===== src/rtl/ex_stage_p.sv =====
// Execute stage: ALU with input/output accumulators, jump-target adder and a
// valid/ready handshake. Define EX_MUL_EN to add a shift-add multiplier on funct 111.
module ex_stage_p #(
  parameter int unsigned DATA_W = 8,
  parameter int unsigned RD_W   = 2
) (
  input  logic              clock,
  input  logic              resetn,
  input  logic              in_valid,
  output logic              in_ready,
  input  logic [DATA_W-1:0] pc,
  input  logic [DATA_W-1:0] reg_val,
  input  logic [DATA_W-1:0] imm,
  input  logic [2:0]        funct,
  input  logic [RD_W-1:0]   rd_in,
  input  logic              sin,
  input  logic              ina,
  input  logic              sout,
  input  logic [5:0]        ctrl_in,
  input  logic              flush,
  output logic              out_valid,
  input  logic              out_ready,
  output logic [DATA_W-1:0] ac_out,
  output logic              zero_out,
  output logic [DATA_W-1:0] jump_target,
  output logic [DATA_W-1:0] rs_out,
  output logic [RD_W-1:0]   rd_out,
  output logic [5:0]        ctrl_out
);

  logic [DATA_W-1:0] accInQ;
  logic [DATA_W-1:0] acOutQ;
  logic              zeroQ;
  logic [DATA_W-1:0] jumpTargetQ;
  logic [DATA_W-1:0] rsQ;
  logic [RD_W-1:0]   rdQ;
  logic [5:0]        ctrlQ;
  logic              outValidQ;

  logic              accept;
  logic              complete;
  logic [DATA_W-1:0] aluRes;
  logic [DATA_W-1:0] resVal;
  logic              resSout;

  // Single-cycle ALU; always reads the accumulator value from before this beat's load.
  always_comb begin
    aluRes = '0;
    unique case (funct)
      3'b000:  aluRes = reg_val + accInQ;
      3'b001:  aluRes = reg_val - accInQ;
      3'b010:  aluRes = reg_val & accInQ;
      3'b011:  aluRes = reg_val | accInQ;
      3'b100:  aluRes = reg_val ^ accInQ;
      3'b101:  aluRes = {{(DATA_W-1){1'b0}}, $signed(reg_val) < $signed(accInQ)};
      3'b110:  aluRes = {reg_val[DATA_W-2:0], 1'b0};
      default: aluRes = reg_val;
    endcase
  end

`ifdef EX_MUL_EN
  localparam int unsigned CNT_W = $clog2(DATA_W + 1);
  localparam logic [0:0]  IDLE  = 1'b0;
  localparam logic [0:0]  MUL   = 1'b1;

  logic [0:0]        stateQ;
  logic [CNT_W-1:0]  mulCntQ;
  logic [DATA_W-1:0] mcandQ;
  logic [DATA_W-1:0] mplierQ;
  logic [DATA_W-1:0] prodQ;
  logic              mulSoutQ;
  logic              mulStart;
  logic              mulDone;

  assign in_ready = (stateQ == IDLE) && (!outValidQ || out_ready);
  assign accept   = in_valid && in_ready && !flush;
  assign mulStart = accept && (funct == 3'b111);
  assign mulDone  = (stateQ == MUL) && (mulCntQ == CNT_W'(DATA_W)) && !flush;
  assign complete = (accept && !mulStart) || mulDone;
  assign resVal   = mulDone ? prodQ : aluRes;
  assign resSout  = mulDone ? mulSoutQ : sout;

  // One multiplier bit per cycle; the extra cycle at count==DATA_W is the completion.
  always_ff @(posedge clock or negedge resetn) begin
    if (!resetn) begin
      stateQ   <= IDLE;
      mulCntQ  <= '0;
      mcandQ   <= '0;
      mplierQ  <= '0;
      prodQ    <= '0;
      mulSoutQ <= 1'b0;
    end else if (flush) begin
      stateQ  <= IDLE;
      mulCntQ <= '0;
    end else if (mulStart) begin
      stateQ   <= MUL;
      mulCntQ  <= '0;
      mcandQ   <= reg_val;
      mplierQ  <= accInQ;
      prodQ    <= '0;
      mulSoutQ <= sout;
    end else if (stateQ == MUL) begin
      if (mulDone) begin
        stateQ  <= IDLE;
        mulCntQ <= '0;
      end else begin
        if (mplierQ[0]) begin
          prodQ <= prodQ + mcandQ;
        end
        mcandQ  <= {mcandQ[DATA_W-2:0], 1'b0};
        mplierQ <= {1'b0, mplierQ[DATA_W-1:1]};
        mulCntQ <= mulCntQ + CNT_W'(1);
      end
    end
  end
`else
  assign in_ready = !outValidQ || out_ready;
  assign accept   = in_valid && in_ready && !flush;
  assign complete = accept;
  assign resVal   = aluRes;
  assign resSout  = sout;
`endif

  always_ff @(posedge clock or negedge resetn) begin
    if (!resetn) begin
      accInQ      <= '0;
      acOutQ      <= '0;
      zeroQ       <= 1'b0;
      jumpTargetQ <= '0;
      rsQ         <= '0;
      rdQ         <= '0;
      ctrlQ       <= '0;
      outValidQ   <= 1'b0;
    end else begin
      if (accept && ina) begin
        accInQ <= sin ? imm : reg_val;
      end
      if (complete && resSout) begin
        acOutQ <= resVal;
        zeroQ  <= (resVal == '0);
      end
      // Side-band fields are captured at accept; out_valid is low while a multiply runs.
      if (accept) begin
        jumpTargetQ <= pc + imm;
        rsQ         <= reg_val;
        rdQ         <= rd_in;
        ctrlQ       <= ctrl_in;
      end
      if (flush) begin
        outValidQ <= 1'b0;
      end else if (complete) begin
        outValidQ <= 1'b1;
      end else if (out_ready) begin
        outValidQ <= 1'b0;
      end
    end
  end

  assign out_valid   = outValidQ;
  assign ac_out      = acOutQ;
  assign zero_out    = zeroQ;
  assign jump_target = jumpTargetQ;
  assign rs_out      = rsQ;
  assign rd_out      = rdQ;
  assign ctrl_out    = ctrlQ;

endmodule


===== config.mk =====
export PLATFORM = sky130hd
export DESIGN_NAME = ex_stage_p
export DESIGN_NICKNAME = d
export VERILOG_FILES = /design/src/rtl/ex_stage_p.sv
export SDC_FILE = /design/constraint.sdc
export NUM_CORES = 1
export LEC_CHECK = 0
export CAP_MARGIN = 20
export CORE_ASPECT_RATIO = 0.7
export CORE_MARGIN = 10
export CORE_UTILIZATION = 35
export CTS_CLUSTER_DIAMETER = 30
export CTS_CLUSTER_SIZE = 12
export DETAILED_ROUTE_END_ITERATION = 10
export GPL_TIMING_DRIVEN = 0
export PLACE_DENSITY = 0.64
export SLEW_MARGIN = 40
export SYNTH_ARGS = -nofsm -noshare
export SYNTH_HDL_FRONTEND = slang
export SYNTH_SLANG_ARGS = --single-unit

===== constraint.sdc =====
create_clock -name clock -period 2.8 [get_ports clock]
set_input_delay 0.56 -clock clock [delete_from_list [all_inputs] [get_ports clock]]
set_output_delay 0.56 -clock clock [all_outputs]
set_load 0.1 [all_outputs]

[After elaboration in Yosys (flattened, before gate mapping)]
Index checks and enable logic that the tools add are counted.
Operators by class
  $add $sub $neg: 3
  magnitude comparators: 1
  equality and inequality tests: 6
  muxes and demuxes: 5
  bitwise operators: 3
  reduce and logical (&&, ||, !) cells: 10
Operator list (count)
  8-bit one-hot mux with 7 select lines: 1
  8-bit adder: 2
  3-bit equality test (second input constant): 3
  8-bit bitwise AND: 1
  8-bit logical NOT: 1
  8-bit < comparator: 1
  8-bit 2-to-1 mux: 1
  8-bit bitwise OR: 1
  8-bit subtractor: 1
  8-bit bitwise XOR: 1
  3-bit by 2-bit equality test with 1-bit output (second input constant): 2
  1-bit logical AND: 4
  3-bit by 1-bit equality test with 1-bit output (second input constant): 1
  3-bit logical NOT: 1
  1-bit 2-to-1 mux: 3
  3-bit nonzero test: 1
  1-bit logical NOT: 2
  1-bit logical OR: 1
Word-level totals
  flip-flop bits (word level): 42
  bits of input ports: 43
  output and inout port bits: 35
  logic and storage cells: 36

[Longest topological paths before layout]
  depth in word-level cells: 6
  gate-level depth with buffers: 10
  mapped depth without buffers: 10

[Worst setup path before layout]
No wires, ideal clock.
  path type: reg-to-reg
  start: reg outValidQ, in the netlist out_valid
  end: reg ctrlQ[0], in the netlist ctrl_out[0]
  library setup time: 0.068 ns
  arrival: 2.558 ns
  required time: 2.732 ns
  path slack: 0.173 ns
  stages on the path, launching flop included: 8
  path buffers: 2
  clock period less this slack: 2.627 ns
  cells stage by stage: dfrtp_1 nor2b_1 inv_1 nand3b_1 clkbuf_1 clkbuf_1 nand2_1 nand2_1
On the way
  word-level cells in the longest chain between the ends: 4
RTL lines
  from (decl): RTL line 38  | logic outValidQ;
  from (signal assigned): RTL line 133  | outValidQ <= 1'b0;
  from (signal assigned): RTL line 150  | outValidQ <= 1'b0;
  from (signal assigned): RTL line 152  | outValidQ <= 1'b1;
  1-bit logical NOT: RTL line 117  | assign in_ready = !outValidQ || out_ready;
  1-bit logical OR: RTL line 117
  named net in_ready: RTL line 10  | output logic in_ready,
  1-bit logical AND (2 in a row): RTL line 118  | assign accept = in_valid && in_ready && !flush;
  to (signal assigned): RTL line 147  | ctrlQ <= ctrl_in;
  to (decl): RTL line 37  | logic [5:0] ctrlQ;
The timed path passes the listed nets, and every way through them passes these cells.
A chain may end at the register's enable or synchronous reset.

[Final worst setup path]
  start: in reg_val[0]
  end: reg acOutQ[6], in the netlist ac_out[6]
On the way
  word-level cells in the longest chain between the ends: 2
  elaborated cells on any way between the ends: 3
  those cells by class: 2 x add/sub; 1 x mux
RTL lines
  from (decl): RTL line 12  | input logic [DATA_W-1:0] reg_val,
  8-bit subtractor or 8-bit adder (tied branches): RTL line 51, 50
  8-bit one-hot mux with 7 select lines *: RTL line 49  | unique case (funct)
  to (signal assigned): RTL line 139  | acOutQ <= resVal;
  to (decl): RTL line 32  | logic [DATA_W-1:0] acOutQ;
Every way passes the cells marked *; elsewhere a longest branch is shown, timed or not.

==> results.md <==
- Ant. Diodes: 0
- CP peak stage delay: 0.38 ns
- Crit path to: ac_out[6]
- Die H: 101 um
- CP Depth: 10
- Clk_lat worst skew: 0.29 ns
- TritonRoute pass-1 iters: 5
- Setup CP Type: in -> reg
- Comb pwr share: 51.0%
- Power Density: 752 nW/um^2
- Syn nets: 454
- GRT overflow: 0
- Worst slew pin tran: 0.623 ns
- Number of max-cap violations: 0
- Worst R2R Start: accInQ[0]
- I/O Buffers: 75
- Core ar.: 9070 um^2
- Pleak: 2.03 nW
- Die area: 13700 um^2
- Synth area leader: dfrtp_1
- Synth async-reset ratio: 100%
- DR WL/cell: 17.0 um
- First-pass GRT wire length: 16000 um
- Endpoints failing hold: 0
- CTS max path bufs: 2
- Mapped cell area: 3270 um^2
- # setup viols final: 0
- # nets final: 539
- Tcrit/Tclk final: 96.1%
- CTS tree: yes
- Setup TNS: 0 ns
- Max Slew Vio Count: 0
- Share of total power in sequential cells: 24.9%
- Number of antenna violations at the first check in global routing: 0
- CP Cell Sequence: buf_2 -> inv_1 -> ha_1 -> fa_2 -> or2_4 -> a211oi_4 -> or3b_1 -> a32oi_1 -> o22a_1 -> mux2_2
- CP top delay family: compound AO/OA/AOI/OAI gates
- Syn Inst Count: 376
- Status: finished clean
- Clk_skew: 0.00626 ns
- Row cnt: 29
- Number of synthesized flops with an enable pin: 0
- Worst setup EP type: register
- # H-tree levels: 2
- DP Area: 4000 um^2
- Design area: 4220 um^2
- Io pins: 78
- Max Fanout on Critical Path: 5
- Final worst-path setup slack: 0.109 ns
- Maximum clock rate: 372 MHz
- Total power: 0.00317 W
- Clock sink count: 42
- CTS root buffer: clkbuf_16
- DRT Wirelength: 9980 um
- CP Buf/Inv Count: 2
- Fill count: 924
- Crit-path slowest cell: or3b_1
- Top-area cell type share of the netlist area: 32.2%
- Top post-synthesis cells by count: 66 x nand2_1, 42 x dfrtp_1, 36 x o21ai_0
- Final Util: 46.5%
- Post-route minimum period: 2.69 ns
- Vias in the first global route: 3052
- DIE WIDTH: 135 um
- Slew headroom: 58.5%
- Synth warnings: 0
- Switching Fraction: 48.0%
- Path depth of the worst reg2reg path: 9
- Post-Place Worst Slack: -0.763 ns
- Net Sw Power: 0.00152 W
- Top-count cell post-synth: nand2_1
- Post-synthesis cell type count: 61
- Detail Placement HPWL: 8160 um
- Placer congestion estimate: 0.906
- CP Data Required Time: 3.03 ns
- Pin count of the biggest net entering global routing: 43
- Startpoint types: input port
- Sequential area share after synthesis: 32.2%
- Clock power share: 24.0%
- Internal: 0.00165 W
- CP Launch Point: reg_val[0]
- Starting Density: 36.0%
- Hold Path Class: in -> async
- Total CTS buffers: 5
- Ranking of synthesized cells by area: dfrtp_1 32%, ha_1 12%, nand2_1 7.6%
- DRT iter0 DRCs: 207
- Peak VDD IR: 0.471 mV
- Yosys reg bits: 42
- Layout cells sized above 1: 18.0%
- DRC violations left: 0
- Clock transition at path regs: 0.06 ns
- Main synth FF type: dfrtp_1
- R2r setup slk: 0.13 ns
- GR Util All Layers: 14.4%
- Worst Path Arrival: 2.92 ns
- Via-per-instance ratio: 5.14
- Synth-to-layout area growth: 29.1%
- Antenna-violating nets left: 0
- Total number of vias: 3012
- R2r endpoint: ac_out[6]
- Avg Cell Area, Syn: 8.69 um^2
==> through the flow <==
step,hold slack (ns),instances
global route,0.301,586
finish,0.256,586
global placement,0.458,575
CTS,0.279,584
floorplan,0.264,376
detailed placement,0.457,575
==> timing repair <==
action                     in CTS  in global routing
resized for setup              14                 11
setup endpoints to repair       6                  3
setup buffers                   1                  2
hold buffers                    0                  0
pin swaps                       3                  2
==> worst min path at each step <==
stage	slack, ns	cells after the start	to
after floorplan	0.26	0	ac_out[0]
after global placement	0.46	2	ctrl_out[0]
after detailed placement	0.46	2	ctrl_out[2]
after CTS	0.28	1	ac_out[6]
after global routing	0.30	1	rs_out[5]
final	0.26	1	ac_out[6]
==> area by class of cell <==
cell class / instances / area, um^2 / share of cell area [%]
Buffer: 20 / 121 / 2.88
Clock buffer: 5 / 125 / 2.97
Clock inverter: 3 / 68.8 / 1.63
Inverter: 32 / 120 / 2.85
Multi-Input combinational cell: 282 / 2000 / 47.4
Sequential cell: 42 / 1050 / 24.9
Tap cell: 124 / 155 / 3.68
Timing Repair Buffer: 78 / 576 / 13.6
==> power by group through the flow <==
stage                     Combinational [W]  Clock, W  Sequential [W]
after floorplan                    0.000534         0         0.00150
after global placement              0.00167         0        0.000801
after detailed placement            0.00159         0        0.000805
after CTS                           0.00161  0.000776        0.000795
after global routing                0.00173  0.000791        0.000807
final                               0.00162  0.000762        0.000791
==> cell families (layout without fill, tap and decap cells) <==
| group | count (synthesis) | count (layout) | share of synthesized area, % |
|---|---|---|---|
| and+or+nand+nor | 123 | 123 | 17.8 |
| AOI/OAI and AO/OA | 93 | 93 | 18.6 |
| buffers and inverters | 52 | 138 | 7.31 |
| DFF | 42 | 42 | 32.2 |
| adders and majority gates | 35 | 35 | 14.1 |
| muxes | 20 | 20 | 7.04 |
| xor gates and xnor gates | 11 | 11 | 2.95 |
==> registers in the layout, summed over array words and instances (netlist names) <==
| name | count |
|---|---|
| rs_out | 8 |
| zero_out | 1 |
| ctrl_out | 6 |
| ac_out | 8 |
| rd_out | 2 |
| out_valid | 1 |
| accInQ | 8 |
| jump_target | 8 |
==> layer usage <==
| layer | part of all wire [%] | global-route usage, % | routed length [um] | up-vias |
|---|---|---|---|---|
| met5 | 0 | 0 | 0 | - |
| li1 | - | - | - | 1467 |
| met4 | 0.67 | 2.89 | 67 | 0 |
| met3 | 8.5 | 4.18 | 850 | 7 |
| met2 | 42 | 20.9 | 4180 | 106 |
| met1 | 49 | 20.7 | 4890 | 1432 |
==> cells in the final DEF (no fill, tap or decap), drive strengths merged, types with 5 or more instances in the layout <==
| master | count |
|---|---|
| buf | 52 |
| clkbuf | 17 |
| mux2i | 14 |
| xor2 | 7 |
| a21oi | 18 |
| dfrtp | 42 |
| nand2 | 66 |
| o21ai | 36 |
| nor2 | 19 |
| inv | 32 |
| nand3 | 5 |
| clkdlybuf4s50 | 32 |
| ha | 32 |
| nor2b | 5 |
| nor3 | 7 |
(Power assumes the default switching activity.)
